### config.mk
export PLATFORM = sky130hd
export DESIGN_NAME = if_pc_ctrl
export DESIGN_NICKNAME = d
export VERILOG_FILES = /design/src/rtl/if_pc_pkg.sv /design/src/rtl/if_pc_next_sel.sv /design/src/rtl/if_pc_ctrl.sv
export SDC_FILE = /design/constraint.sdc
export NUM_CORES = 1
export LEC_CHECK = 0
export CORE_UTILIZATION = 47
export CTS_BUF_LIST = sky130_fd_sc_hd__clkbuf_16
export DETAILED_ROUTE_END_ITERATION = 8
export PLACE_DENSITY = 0.86
export SLEW_MARGIN = 10
export SYNTH_ARGS = -nofsm -noshare
export SYNTH_HDL_FRONTEND = slang
export SYNTH_HIERARCHICAL = 1
export SYNTH_SLANG_ARGS = --single-unit
### constraint.sdc
create_clock -name i_clk -period 4.6 [get_ports i_clk]
set_input_delay 0.69 -clock i_clk [delete_from_list [all_inputs] [get_ports i_clk]]
set_output_delay 0.69 -clock i_clk [all_outputs]
set_load 0.01 [all_outputs]
### src/rtl/if_pc_pkg.sv
// if_pc_pkg: shared state encoding, default addresses and alignment helper for the IF PC controller.
package if_pc_pkg;
    typedef enum logic [1:0] {S_IDLE = 2'd0, S_RUN = 2'd1, S_STEP = 2'd2, S_HALTED = 2'd3} state_t;
    localparam int          DEF_INST_BYTES = 4;
    localparam logic [31:0] DEF_RESET_ADDR = 32'h0000_0000;
    localparam logic [31:0] DEF_EXC_VECTOR = 32'h0000_0080;
    function automatic logic [31:0] align_mask(input int inst_bytes);
        return 32'(inst_bytes - 1);
    endfunction
endpackage

### src/rtl/if_pc_next_sel.sv
// if_pc_next_sel: combinational next-PC priority select with redirect alignment check.
module if_pc_next_sel import if_pc_pkg::*; #(
    parameter int                 NB_ADDR    = 32,
    parameter int                 INST_BYTES = DEF_INST_BYTES,
    parameter logic [NB_ADDR-1:0] EXC_VECTOR = NB_ADDR'(DEF_EXC_VECTOR)
) (
    input  logic [NB_ADDR-1:0] pc_plus,
    input  logic               stall,
    input  logic               exc,
    input  logic               branch_taken,
    input  logic [NB_ADDR-1:0] branch_target,
    input  logic               jump,
    input  logic [NB_ADDR-1:0] jump_target,
    output logic [NB_ADDR-1:0] next_pc,
    output logic               upd,
    output logic               misalign
);
    localparam logic [NB_ADDR-1:0] MASK = NB_ADDR'(align_mask(INST_BYTES));
    logic br_bad, jp_bad;
    always_comb begin
        br_bad   = |(branch_target & MASK);
        jp_bad   = |(jump_target & MASK);
        next_pc  = exc ? EXC_VECTOR :
                   branch_taken ? (br_bad ? EXC_VECTOR : branch_target) :
                   jump ? (jp_bad ? EXC_VECTOR : jump_target) : pc_plus;
        upd      = exc || branch_taken || !stall;
        misalign = !exc && (branch_taken ? br_bad : (jump && !stall && jp_bad));
    end
endmodule

### src/rtl/if_pc_ctrl.sv
// if_pc_ctrl: IF-stage PC register with run/step/halt FSM and retired-fetch counter.
module if_pc_ctrl import if_pc_pkg::*; #(
    parameter int                 NB_ADDR    = 32,
    parameter int                 NB_CNT     = 32,
    parameter int                 INST_BYTES = DEF_INST_BYTES,
    parameter logic [NB_ADDR-1:0] RESET_ADDR = NB_ADDR'(DEF_RESET_ADDR),
    parameter logic [NB_ADDR-1:0] EXC_VECTOR = NB_ADDR'(DEF_EXC_VECTOR)
) (
    input  logic               i_clk,
    input  logic               i_reset_n,
    input  logic               i_start,
    input  logic               i_step_mode,
    input  logic               i_step,
    input  logic               i_stall,
    input  logic               i_exc,
    input  logic               i_branch_taken,
    input  logic [NB_ADDR-1:0] i_branch_target,
    input  logic               i_jump,
    input  logic [NB_ADDR-1:0] i_jump_target,
    input  logic               i_halt,
    output logic [NB_ADDR-1:0] o_pc,
    output logic [NB_ADDR-1:0] o_pc_plus,
    output logic               o_valid,
    output logic               o_halted,
    output logic               o_misalign,
    output logic [NB_CNT-1:0]  o_fetch_cnt
);
    state_t             state, state_nxt;
    logic [NB_ADDR-1:0] pc_sel;
    logic               upd, mis, permit, halt_go, apply, start_go;

    assign o_pc_plus = o_pc + NB_ADDR'(INST_BYTES);

    if_pc_next_sel #(
        .NB_ADDR    (NB_ADDR),
        .INST_BYTES (INST_BYTES),
        .EXC_VECTOR (EXC_VECTOR)
    ) u_next_sel (
        .pc_plus       (o_pc_plus),
        .stall         (i_stall),
        .exc           (i_exc),
        .branch_taken  (i_branch_taken),
        .branch_target (i_branch_target),
        .jump          (i_jump),
        .jump_target   (i_jump_target),
        .next_pc       (pc_sel),
        .upd           (upd),
        .misalign      (mis)
    );

    // Any redirect in the same cycle squashes the halt.
    always_comb begin
        permit    = (state == S_RUN) || (state == S_STEP && i_step);
        halt_go   = permit && i_halt && !i_stall && !i_exc && !i_branch_taken && !i_jump;
        apply     = permit && upd && !halt_go;
        start_go  = i_start && (state == S_IDLE || state == S_HALTED);
        state_nxt = start_go ? (i_step_mode ? S_STEP : S_RUN) : halt_go ? S_HALTED : state;
    end

    always_ff @(posedge i_clk or negedge i_reset_n) begin
        if (!i_reset_n) begin
            state       <= S_IDLE;
            o_pc        <= RESET_ADDR;
            o_valid     <= 1'b0;
            o_halted    <= 1'b0;
            o_misalign  <= 1'b0;
            o_fetch_cnt <= '0;
        end else begin
            state       <= state_nxt;
            o_pc        <= start_go ? RESET_ADDR : apply ? pc_sel : o_pc;
            o_fetch_cnt <= o_fetch_cnt + NB_CNT'(apply);
            o_valid     <= (state_nxt == S_RUN) || (state_nxt == S_STEP && apply);
            o_halted    <= state_nxt == S_HALTED;
            o_misalign  <= apply && mis;
        end
    end
endmodule
==> results.rst, run 1 <==
.. list-table::
   :header-rows: 1

   * - Metric
     - Value
   * - Final setup violation count
     - 0
   * - Final Hold Fails
     - 0
   * - Placer congestion estimate
     - 0.867
   * - Pre-CTS setup slack
     - 1.14 ns
   * - Via density per instance
     - around 5.6
   * - First-pass GRT wire length
     - slightly above 20000 um
   * - Number of antenna cells inserted
     - 0
   * - Placed inst area
     - about 6000 sq um
   * - TritonCTS Buffers
     - 9
   * - Detailed Routing Iterations Pass 1
     - 4
   * - Cell Count, Final, Fillers Out
     - around 720
   * - Synthesized area per cell
     - about 9.6 sq um
   * - Number of nets in the synthesized netlist
     - roughly 520
   * - WP data required
     - between 3 and 4 ns
   * - NumNets Final
     - a little under 700
   * - Part of the total power dissipated in sequential elements
     - between 30% and 40%
   * - Portion of the clock cycle consumed by the worst path in the final layout
     - 74.3%
   * - Clock Tree Root
     - sky130_fd_sc_hd__clkbuf_16
   * - Ratio of total power to cell area
     - roughly 360 nW/um^2
   * - EDFF count, synth
     - 0
   * - Transition time of the tightest slew-check pin
     - roughly 0.86 ns
   * - Relative contribution of the clock network to total power
     - about a third
   * - Final instance area
     - about 6400 sq um
   * - Worst rel slew slack
     - 42.4%
   * - Antenna violations before repair
     - 0
   * - Total setup buffers inserted after CTS
     - 0
   * - Outcome
     - finished clean
   * - Final worst setup slack
     - about 1.2 ns
   * - Core outline area
     - ~8800 sq um
   * - Die W
     - a little under 100 um
   * - CTS-repair resized insts
     - 0
   * - Clock latency reported for the late side of the worst-skew pair
     - roughly 0.33 ns
   * - Critical path capture point type
     - primary output
   * - Leakage power total
     - approximately 2.7 nW
   * - Number of sinks on the clock net
     - 69
   * - Count of vias placed by the detailed router
     - just over 4000
   * - Site Rows
     - 34
   * - Ys Warns
     - 6
   * - Number of levels in the clock H-tree
     - 3
   * - Die height
     - a little under 100 um
   * - Post-CTS Hold Fix Bufs
     - 0
   * - Die ar.
     - 9490 sq um
   * - Startpoint of the most critical register-to-register path
     - state[0]$_DFF_PN0_
   * - Number of global-route vias before repair
     - just over 4000
   * - Total wirelength of the detailed-routed design
     - between 10000 and 15000 um
   * - Internal
     - 1.53 mW
   * - Final min period
     - roughly 3.4 ns
   * - Clock-pin slew reported for the worst setup and hold paths after clock tree synthesis
     - roughly 0.06 ns
   * - Predominant post-synthesis flop cell
     - sky130_fd_sc_hd__dfrtp_1
   * - Worst EP arrival
     - approximately 2.7 ns
   * - Clock tree from TritonCTS
     - built
   * - Worst Clk Skew
     - 0.00587 ns
   * - Iteration-0 DRC count of the detailed router
     - 168
   * - Most frequent standard cell in the layout excluding fill and tap cells
     - sky130_fd_sc_hd__clkdlybuf4s50_1
   * - Effective utilization at floorplan
     - between 40% and 50%
   * - Accumulated negative setup slack
     - 0 ns
   * - All-layer global routing usage
     - 26.8%
   * - Switching power
     - between 0.7 and 0.8 mW
   * - Largest net degree at the start of global routing
     - 70
   * - Cells after synthesis
     - between 400 and 500
   * - Combinational power share
     - 32.2%
   * - Proportion of register bits with asynchronous set or reset after synthesis
     - between 90% and 100%
   * - Total global routing overflow
     - 0
   * - Largest vdd supply drop
     - about 190 uV
   * - Critical path type
     - flop to primary output
   * - Cell area after technology mapping
     - around 4300 sq um
   * - Final cell utilization of the core
     - between 70% and 80%
   * - Count of unresolved DRC violations after routing
     - 0
   * - Max-slew violation count
     - 0
   * - Type of the tightest min-delay check
     - input pin to asynchronous set/reset pin
   * - HPWL after detailed placement
     - roughly 9000 um
   * - Worst-case reg-to-reg path depth
     - 10
   * - Clock Tree Buf Depth
     - 2
   * - Worst-path maximum fanout
     - 6
   * - Post-synthesis sequential element count
     - about 70
   * - Sequential share of the synthesized area
     - 40.3%
   * - Antenna Nets Post-Route
     - 0
   * - Synth unique cells
     - 44
   * - Number of maximum-capacitance constraint violations
     - 0
   * - Startpoint type of the worst setup path
     - flop
   * - Port Buffer Count
     - about 170
   * - RR Endpoint
     - o_fetch_cnt[20]$_DFF_PN0_
   * - Max Fclk
     - 292 MHz
   * - Number of instances in the placed design
     - 706
   * - Layout cell share with drive strength beyond 1
     - between 10% and 20%
   * - Worst R2R Setup Slack
     - 1.92 ns
   * - Proportion of total power due to net switching
     - between 30% and 40%
   * - Unrepaired setup endpoints after global routing
     - no
   * - Area growth from synthesis to layout
     - 48.4%
   * - Top-level I/O count
     - 173
   * - Commonest cells after routing, fill and taps aside
     - 171 x sky130_fd_sc_hd__clkdlybuf4s50_1, 69 x sky130_fd_sc_hd__dfrtp_1, 53 x sky130_fd_sc_hd__nand2_1, 41 x sky130_fd_sc_hd__xnor2_1, 33 x sky130_fd_sc_hd__a21oi_1
   * - Drt wl/cell
     - roughly 17 um
## through the flow
step	hold slack [ns]	power (mW)
after floorplan	0.394	1.15
after global placement	0.460	1.53
after detailed placement	0.487	1.55
after CTS	0.495	2.30
after global routing	0.524	2.39
final	0.476	2.29
## worst max-delay path, stage by stage (launching register included)
cell,delay [ns]
sky130_fd_sc_hd__dfrtp_1,0.45
sky130_fd_sc_hd__ha_1,0.21
sky130_fd_sc_hd__nand3_1,0.20
sky130_fd_sc_hd__or2_1,0.42
sky130_fd_sc_hd__nor4_2,0.32
sky130_fd_sc_hd__xor2_1,0.22
sky130_fd_sc_hd__clkdlybuf4s50_1,0.57
## per-layer routing
metal	global-route usage, %	vias to the layer above	wire [um]
met2	45.1	160	6000
li1	-	1910	-
met5	0	-	0
met1	32.9	1948	5170
met3	6.47	31	928
met4	10.6	0	295
## cells in the mapped netlist, types with 5 or more instances
cell                       count  area, sq um
sky130_fd_sc_hd__o21ai_1      29          145
sky130_fd_sc_hd__inv_1         7         26.3
sky130_fd_sc_hd__dfrtp_1      69         1730
sky130_fd_sc_hd__and2b_1       5         37.5
sky130_fd_sc_hd__nor2_1       17         63.8
sky130_fd_sc_hd__ha_1          5         62.6
sky130_fd_sc_hd__a22o_1       31          272
sky130_fd_sc_hd__and2_1        7         43.8
sky130_fd_sc_hd__a21oi_1      33          165
sky130_fd_sc_hd__xnor2_1      41          359
sky130_fd_sc_hd__buf_6         5         56.3
sky130_fd_sc_hd__buf_2         7         35.0
sky130_fd_sc_hd__o21ai_0       5         25.0
sky130_fd_sc_hd__clkbuf_1      8         30.0
sky130_fd_sc_hd__nand2_1      53          199
sky130_fd_sc_hd__and2b_2      23          201
sky130_fd_sc_hd__nor3_1        5         25.0
sky130_fd_sc_hd__xor2_1       17          149
sky130_fd_sc_hd__and3_1        8         50.1
sky130_fd_sc_hd__nand4_1      17          106
sky130_fd_sc_hd__nand3_1      17         85.1
## power by group through the flow
stage	Clock, mW	Combinational, mW	Sequential [mW]
CTS	0.754	0.741	0.802
detailed placement	0	0.737	0.812
global placement	0	0.721	0.808
global route	0.778	0.796	0.818
floorplan	0	0.330	0.821
finish	0.747	0.737	0.803
## layout make-up
| type | count | area (sq um) |
|---|---|---|
| Tap cell | 108 | 135 |
| Timing Repair Buffer | 177 | 1760 |
| Clock buffer | 9 | 225 |
| Clock inverter | 7 | 98.8 |
| Sequential cell | 69 | 1730 |
| Multi-Input combinational cell | 345 | 2380 |
| Fill cell | 662 | 2410 |
| Inverter | 7 | 26.3 |
## kinds of logic after synthesis
| group | synth area share, % |
|---|---|
| AOI/OAI and AO/OA | 15.2 |
| xor gates and xnor gates | 11.9 |
| adders and majority gates | 1.46 |
| buffers and inverters | 4.03 |
| DFF | 40.3 |
| and+or+nand+nor | 27.1 |
## how the worst max path moves through the flow
stage,cells after the start,endpoint,startpoint,slack [ns]
finish,6,o_pc_plus[26],o_pc[2]$_DFFE_PN0P_,1.18
global placement,9,o_fetch_cnt[26]$_DFF_PN0_,i_jump,1.28
CTS,6,o_pc_plus[26],o_pc[2]$_DFFE_PN0P_,1.15
floorplan,6,o_pc_plus[28],o_pc[2]$_DFFE_PN0P_,2.20
detailed placement,8,o_fetch_cnt[29]$_DFF_PN0_,i_jump,1.14
global route,6,o_pc_plus[28],o_pc[2]$_DFFE_PN0P_,1.02
## flip-flops by register name, indices dropped and copies added, names as in the netlist
register and cells:
o_valid 1, state 2, o_misalign 1, o_halted 1, o_pc 32, o_fetch_cnt 32
No activity file was read; power rests on OpenSTA's default activity.
==> run 2: changes to the inputs <==
--- a/config.mk
+++ b/config.mk
@@ -5,10 +5,10 @@
 export SDC_FILE = /design/constraint.sdc
 export NUM_CORES = 1
 export LEC_CHECK = 0
-export CORE_UTILIZATION = 47
+export CORE_UTILIZATION = 40
 export CTS_BUF_LIST = sky130_fd_sc_hd__clkbuf_16
 export DETAILED_ROUTE_END_ITERATION = 8
-export PLACE_DENSITY = 0.86
+export PLACE_DENSITY = 0.78
 export SLEW_MARGIN = 10
 export SYNTH_ARGS = -nofsm -noshare
 export SYNTH_HDL_FRONTEND = slang
==> constraint.sdc (replaced) <==
create_clock -name i_clk -period 2.9 [get_ports i_clk]
set_input_delay 0.435 -clock i_clk [delete_from_list [all_inputs] [get_ports i_clk]]
set_output_delay 0.435 -clock i_clk [all_outputs]
set_load 0.01 [all_outputs]
==> results.rst, run 2 (synthesis results as in run 1) <==
.. list-table::
   :header-rows: 1

   * - Metric
     - Value
   * - Worst EP arrival
     - 2.41 ns (was 2.73 ns)
   * - Placed inst area
     - 6150 sq um (was 6030 sq um)
   * - Ordered cell list for the critical path
     - and4_2 -> nand4_4 -> nor4_1 -> xor2_1 -> clkdlybuf4s50_1 (was ha_1 -> nand3_1 -> or2_1 -> nor4_2 -> xor2_1 -> clkdlybuf4s50_1)
   * - Cell with the largest stage delay on the worst path
     - sky130_fd_sc_hd__clkdlybuf4s50_1 (unchanged)
   * - Final Hold Fails
     - 0 (unchanged)
   * - Port Buffer Count
     - 172 (unchanged)
   * - Via density per instance
     - 5.29 (was 5.61)
   * - Switching power
     - 1.20 mW (was 0.753 mW)
   * - Number of sinks on the clock net
     - 69 (unchanged)
   * - Part of the total power dissipated in sequential elements
     - 36.1% (was 35.1%)
   * - Internal
     - 2.28 mW (was 1.53 mW)
   * - Final min period
     - 2.85 ns
   * - CP delay by family, top
     - simple AND/OR/NAND/NOR gates (unchanged)
   * - Number of antenna cells inserted
     - 0 (unchanged)
   * - Core outline area
     - 10400 sq um (was 8760 sq um)
   * - Outcome
     - finished clean (unchanged)
   * - Leakage power total
     - 2.88 nW (was 2.71 nW)
   * - Max-slew violation count
     - 0 (unchanged)
   * - Drt wl/cell
     - 16.3 um (was 17.2 um)
   * - Largest net degree at the start of global routing
     - 70 (unchanged)
   * - Placer congestion estimate
     - 0.818 (was 0.867)
   * - Combinational power share
     - 34.7% (was 32.2%)
   * - Clock latency reported for the late side of the worst-skew pair
     - 0.33 ns (about the same)
   * - Clock Tree Buf Depth
     - 2 (unchanged)
   * - Critical path origin
     - o_pc[17]$_DFFE_PN0P_ (was o_pc[2]$_DFFE_PN0P_)
   * - Worst rel slew slack
     - 43.1% (was 42.4%)
   * - Final instance area
     - 6480 sq um (was 6350 sq um)
   * - Clock tree from TritonCTS
     - built (unchanged)
   * - Count of unresolved DRC violations after routing
     - 0 (unchanged)
   * - Transition time of the tightest slew-check pin
     - 0.854 ns (was 0.863 ns)
   * - Max Fclk
     - ~350 MHz
   * - Antenna violations before repair
     - 0 (unchanged)
   * - Antenna Nets Post-Route
     - 0 (unchanged)
   * - Type of the tightest min-delay check
     - input pin to asynchronous set/reset pin (unchanged)
   * - Delay of the slowest cell on the worst path
     - 0.58 ns (was 0.57 ns)
   * - Number of global-route vias before repair
     - 4038 (was 4113)
   * - Largest vdd supply drop
     - 303 uV (was 186 uV)
   * - Proportion of total power due to net switching
     - 34.5% (was 32.9%)
   * - Most frequent standard cell in the layout excluding fill and tap cells
     - sky130_fd_sc_hd__clkdlybuf4s50_1 (unchanged)
   * - Total wirelength of the detailed-routed design
     - 12500 um (was 12400 um)
   * - First-pass GRT wire length
     - 19900 um (was 20300 um)
   * - Die W
     - 105 um (was 97.4 um)
   * - WP data required
     - 2.47 ns (was 3.91 ns)
   * - Area growth from synthesis to layout
     - 51.3% (was 48.4%)
   * - Post-CTS Hold Fix Bufs
     - 0 (unchanged)
   * - Clock Tree Root
     - sky130_fd_sc_hd__clkbuf_16 (unchanged)
   * - Final-layout worst hold slack
     - 0.209 ns (was 0.476 ns)
   * - TritonCTS Buffers
     - 9 (unchanged)
   * - Number of maximum-capacitance constraint violations
     - 0 (unchanged)
   * - Die ar.
     - 11100 sq um (was 9490 sq um)
   * - Startpoint type of the worst setup path
     - flop (unchanged)
   * - Clock-pin slew reported for the worst setup and hold paths after clock tree synthesis
     - 0.06 ns (about the same)
   * - NumNets Final
     - 701 (was 688)
   * - Site Rows
     - 37 (was 34)
   * - Final cell utilization of the core
     - 62.5% (was 72.5%)
   * - Number of instances in the placed design
     - 745 (was 706)
   * - Iteration-0 DRC count of the detailed router
     - 134 (was 168)
   * - Ratio of total power to cell area
     - 537 nW/um^2 (was 360 nW/um^2)
   * - Final setup violation count
     - 0 (unchanged)
   * - Portion of the clock cycle consumed by the worst path in the final layout
     - a little over nine tenths
   * - Layout cell share with drive strength beyond 1
     - 13.4% (was 10.4%)
   * - Registers with the most flip-flops
     - o_fetch_cnt x32, o_pc x32, state x2 (unchanged)
   * - Filler cell count in the final layout
     - 885 (was 662)
   * - Effective utilization at floorplan
     - 41.3% (was 48.8%)
   * - Startpoint of the most critical register-to-register path
     - state[0]$_DFF_PN0_ (unchanged)
   * - Count of vias placed by the detailed router
     - 4033 (was 4049)
   * - Critical path type
     - flop to primary output (unchanged)
   * - Worst-path maximum fanout
     - 5 (was 6)
   * - Unrepaired setup endpoints after global routing
     - yes (was no)
   * - All-layer global routing usage
     - 22.7% (was 26.8%)
   * - Number of levels in the clock H-tree
     - 3 (unchanged)
   * - Cell Count, Final, Fillers Out
     - 763 (was 722)
   * - Die height
     - 105 um (was 97.4 um)
   * - Detailed Routing Iterations Pass 1
     - 4 (unchanged)
   * - Commonest cells after routing, fill and taps aside
     - 161 x sky130_fd_sc_hd__clkdlybuf4s50_1, 67 x sky130_fd_sc_hd__dfrtp_1, 53 x sky130_fd_sc_hd__nand2_1, 39 x sky130_fd_sc_hd__xnor2_1, 33 x sky130_fd_sc_hd__a21oi_1 (was 171 x sky130_fd_sc_hd__clkdlybuf4s50_1, 69 x sky130_fd_sc_hd__dfrtp_1, 53 x sky130_fd_sc_hd__nand2_1, 41 x sky130_fd_sc_hd__xnor2_1, 33 x sky130_fd_sc_hd__a21oi_1)
   * - Top-level I/O count
     - 173 (unchanged)
   * - HPWL after detailed placement
     - 9160 um (was 9030 um)
   * - Relative contribution of the clock network to total power
     - 29.2% (was 32.7%)
   * - WP buf/inv
     - 1 (unchanged)
   * - Worst Clk Skew
     - 0.00741 ns (was 0.00587 ns)
   * - Critical path capture point type
     - primary output (unchanged)
   * - Total global routing overflow
     - 0 (unchanged)
## run 2: final timing paths
path | to | slack (ns) | cells after the start
max in group asynchronous | o_pc[4]$_DFFE_PN0P_ | 2.08 | 1
setup reg to reg | o_fetch_cnt[21]$_DFF_PN0_ | 0.51 | 10
min in group i_clk | o_fetch_cnt[31]$_DFF_PN0_ | 0.48 | 1
hold reg to reg | o_fetch_cnt[31]$_DFF_PN0_ | 0.48 | 1
setup / recovery | o_pc_plus[21] | 0.05 | 5
hold / removal | o_fetch_cnt[29]$_DFF_PN0_ | 0.21 | 1
## run 2: per-stage QoR
stage                     worst slack (ns)  TNS, ns  power [mW]
after global placement               0.192        0        2.46
final                               0.0550        0        3.48
after CTS                           0.0362        0        3.49
after detailed placement             0.104        0        2.48
after floorplan                      0.613        0        1.82
after global routing               -0.0182  -0.0219        3.64
## run 2: cell type report
type	count	area [sq um]	area share [%]
clock buffers	9	225	3.48
inverters	7	26.3	0.406
clock inverters	7	51.3	0.792
flip-flops and latches	69	1730	26.7
well taps	136	170	2.63
multi-input cells	345	2410	37.3
repair buffers	190	1860	28.7
## run 2: routing by layer
| layer | GRT usage (%) | vias up | part of all wire [%] |
|---|---|---|---|
| met5 | 0 | - | 0 |
| met4 | 7.24 | 0 | 1.5 |
| met3 | 5.07 | 17 | 6.7 |
| met2 | 38.5 | 145 | 49 |
| met1 | 28.7 | 1949 | 43 |
| li1 | - | 1922 | - |
## run 2: power groups by stage
| stage | Clock [mW] | Sequential, mW | Combinational [mW] |
|---|---|---|---|
| 2_1_floorplan | 0 | 1.30 | 0.523 |
| 3_3_place_gp | 0 | 1.26 | 1.20 |
| 3_5_place_dp | 0 | 1.27 | 1.21 |
| 4_1_cts | 1.03 | 1.25 | 1.21 |
| 5_1_grt | 1.06 | 1.28 | 1.30 |
| 6_report | 1.02 | 1.26 | 1.21 |
## run 2: timing repair
| item | CTS | global route |
|---|---|---|
| pin swaps | 1 | 3 |
| buffers inserted | 0 | 2 |
| setup endpoints to repair | 10 | 13 |
| resized for setup | 9 | 10 |
==> run 3: changes to the inputs <==
--- a/config.mk
+++ b/config.mk
@@ -5,9 +5,11 @@
 export SDC_FILE = /design/constraint.sdc
 export NUM_CORES = 1
 export LEC_CHECK = 0
+export CAP_MARGIN = 30
 export CORE_UTILIZATION = 40
 export CTS_BUF_LIST = sky130_fd_sc_hd__clkbuf_16
 export DETAILED_ROUTE_END_ITERATION = 8
+export MAX_ROUTING_LAYER = met4
 export PLACE_DENSITY = 0.78
 export SLEW_MARGIN = 10
 export SYNTH_ARGS = -nofsm -noshare
==> results.rst, run 3 (synthesis results as in run 1) <==
.. list-table::
   :header-rows: 1

   * - Metric
     - Value
   * - Worst Clk Skew
     - 0.00647 ns (was 0.00741 ns)
   * - TritonCTS Buffers
     - 9 (unchanged)
   * - Antenna Nets Post-Route
     - 0 (unchanged)
   * - WP data required
     - 2.47 ns (about the same)
   * - Port Buffer Count
     - 172 (unchanged)
   * - Final-layout worst hold slack
     - 0.214 ns (was 0.209 ns)
   * - Core outline area
     - 10400 sq um (unchanged)
   * - Type of the tightest min-delay check
     - input pin to asynchronous set/reset pin (unchanged)
   * - Clock latency reported for the late side of the worst-skew pair
     - 0.33 ns (about the same)
   * - Clock-pin slew reported for the worst setup and hold paths after clock tree synthesis
     - 0.06 ns (about the same)
   * - Registers with the most flip-flops
     - o_fetch_cnt x32, o_pc x32, state x2 (unchanged)
   * - Largest net degree at the start of global routing
     - 70 (unchanged)
   * - Critical path capture point type
     - primary output (unchanged)
   * - NumNets Final
     - 701 (unchanged)
   * - HPWL after detailed placement
     - 9160 um (unchanged)
   * - Max Fclk
     - 353 MHz (was 351 MHz)
   * - First-pass GRT wire length
     - 19900 um (unchanged)
   * - Worst EP arrival
     - 2.40 ns (was 2.41 ns)
   * - Max-slew violation count
     - 0 (unchanged)
   * - Startpoint type of the worst setup path
     - flop (unchanged)
   * - Worst-path maximum fanout
     - 5 (unchanged)
   * - Transition time of the tightest slew-check pin
     - 0.851 ns (was 0.854 ns)
   * - Total wirelength of the detailed-routed design
     - 12400 um (was 12500 um)
   * - Die ar.
     - 11100 sq um (unchanged)
   * - Die W
     - 105 um (unchanged)
   * - Drt wl/cell
     - 16.3 um (about the same)
   * - Iteration-0 DRC count of the detailed router
     - 147 (was 134)
   * - Total global routing overflow
     - 0 (unchanged)
   * - Worst rel slew slack
     - 43.3% (was 43.1%)
   * - Commonest cells after routing, fill and taps aside
     - 161 x sky130_fd_sc_hd__clkdlybuf4s50_1, 67 x sky130_fd_sc_hd__dfrtp_1, 53 x sky130_fd_sc_hd__nand2_1, 39 x sky130_fd_sc_hd__xnor2_1, 33 x sky130_fd_sc_hd__a21oi_1 (unchanged)
   * - Critical path type
     - flop to primary output (unchanged)
   * - Clock tree from TritonCTS
     - built (unchanged)
   * - Antenna violations before repair
     - 0 (unchanged)
   * - Largest vdd supply drop
     - 300 uV (was 303 uV)
   * - Unrepaired setup endpoints after global routing
     - yes (unchanged)
   * - Post-CTS Hold Fix Bufs
     - 0 (unchanged)
   * - Top-level I/O count
     - 173 (unchanged)
   * - Count of unresolved DRC violations after routing
     - 0 (unchanged)
   * - Effective utilization at floorplan
     - 41.3% (unchanged)
   * - Clock Tree Buf Depth
     - 2 (unchanged)
   * - Leakage power total
     - 2.88 nW (unchanged)
   * - Number of antenna cells inserted
     - 0 (unchanged)
   * - Number of global-route vias before repair
     - 4025 (was 4038)
   * - Detailed Routing Iterations Pass 1
     - 4 (unchanged)
   * - Via density per instance
     - 5.26 (was 5.29)
   * - All-layer global routing usage
     - 23.4% (was 22.7%)
   * - Final Hold Fails
     - 0 (unchanged)
   * - Number of sinks on the clock net
     - 69 (unchanged)
   * - Number of maximum-capacitance constraint violations
     - 0 (unchanged)
   * - Die height
     - 105 um (unchanged)
   * - Final min period
     - 2.83 ns (was 2.85 ns)
   * - Count of vias placed by the detailed router
     - 4011 (was 4033)
   * - Most frequent standard cell in the layout excluding fill and tap cells
     - sky130_fd_sc_hd__clkdlybuf4s50_1 (unchanged)
   * - Clock Tree Root
     - sky130_fd_sc_hd__clkbuf_16 (unchanged)
   * - Final worst setup slack
     - 0.0654 ns (was 0.0550 ns)
   * - Area growth from synthesis to layout
     - 51.3% (unchanged)
   * - Site Rows
     - 37 (unchanged)
   * - Ratio of total power to cell area
     - 535 nW/um^2 (was 537 nW/um^2)
   * - Portion of the clock cycle consumed by the worst path in the final layout
     - 97.7% (was 98.1%)
   * - Placer congestion estimate
     - 0.830 (was 0.818)
   * - Outcome
     - finished clean (unchanged)
   * - Final setup violation count
     - 0 (unchanged)
   * - Pre-CTS setup slack
     - 0.104 ns (unchanged)
   * - Number of levels in the clock H-tree
     - 3 (unchanged)
   * - Layout cell share with drive strength beyond 1
     - 13.4% (unchanged)
-- run 3: cell counts in the layout (fill, tap and decap cells not counted) --
Identical to the previous run, type by type.
-- run 3: worst max-delay path: stages, from the launching register on --
cell and delay, ns:
sky130_fd_sc_hd__dfrtp_1 0.43, sky130_fd_sc_hd__and4_2 0.33, sky130_fd_sc_hd__nand4_4 0.17, sky130_fd_sc_hd__nor4_1 0.28
sky130_fd_sc_hd__xor2_1 0.27, sky130_fd_sc_hd__clkdlybuf4s50_1 0.58
-- run 3: worst paths after layout --
check	startpoint	end	slack (ns)	cells after the start
max	o_pc[17]$_DFFE_PN0P_	o_pc_plus[21]	0.07	5
min	i_reset_n	o_fetch_cnt[29]$_DFF_PN0_	0.21	1
max reg2reg	state[0]$_DFF_PN0_	o_fetch_cnt[21]$_DFF_PN0_	0.51	10
min reg2reg	o_fetch_cnt[31]$_DFF_PN0_	o_fetch_cnt[31]$_DFF_PN0_	0.48	1
max in group asynchronous	i_reset_n	o_pc[4]$_DFFE_PN0P_	2.08	1
min in group i_clk	o_fetch_cnt[31]$_DFF_PN0_	o_fetch_cnt[31]$_DFF_PN0_	0.48	1
-- run 3: metrics by stage --
step | util (%) | power [mW] | std cells | TNS, ns | area, sq um
4_1_cts | 62.0 | 3.49 | 761 | 0 | 6430
2_1_floorplan | - | 1.82 | 445 | 0 | 4280
3_5_place_dp | 59.3 | 2.48 | 745 | 0 | 6150
5_1_grt | 62.5 | 3.64 | 763 | -0.0237 | 6480
3_3_place_gp | 59.3 | 2.46 | 745 | 0 | 6150
6_report | 62.5 | 3.47 | 763 | 0 | 6480
-- run 3: layout make-up --
cell class | count | area, sq um
clock buffers | 9 | 225
clock inverters | 7 | 51.3
fillers | 885 | 3890
inverters | 7 | 26.3
multi-input cells | 345 | 2410
flip-flops and latches | 69 | 1730
well taps | 136 | 170
repair buffers | 190 | 1860
-- run 3: where the power goes --
| group | switching, mW | leakage [nW] | internal (mW) | total [mW] |
|---|---|---|---|---|
| registers | 0.168 | 0.940 | 1.09 | 1.26 |
| logic | 0.594 | 1.81 | 0.611 | 1.21 |
| clock network | 0.426 | 0.126 | 0.581 | 1.01 |
-- run 3: repair_timing --
| action | in CTS | in global routing |
|---|---|---|
| hold endpoints to repair | 0 | 0 |
| buffers inserted | 0 | 2 |
| setup endpoints to repair | 10 | 13 |
| gates resized for setup | 9 | 10 |
| pin swaps | 1 | 3 |
-- run 3: routing by layer --
layer	global-route usage, %	share of wire [%]	vias up
met4	7.24	1.0	0
met3	4.21	5.8	9
met5	-	0	-
met2	38.5	49	136
li1	-	-	1921
met1	29.3	44	1945
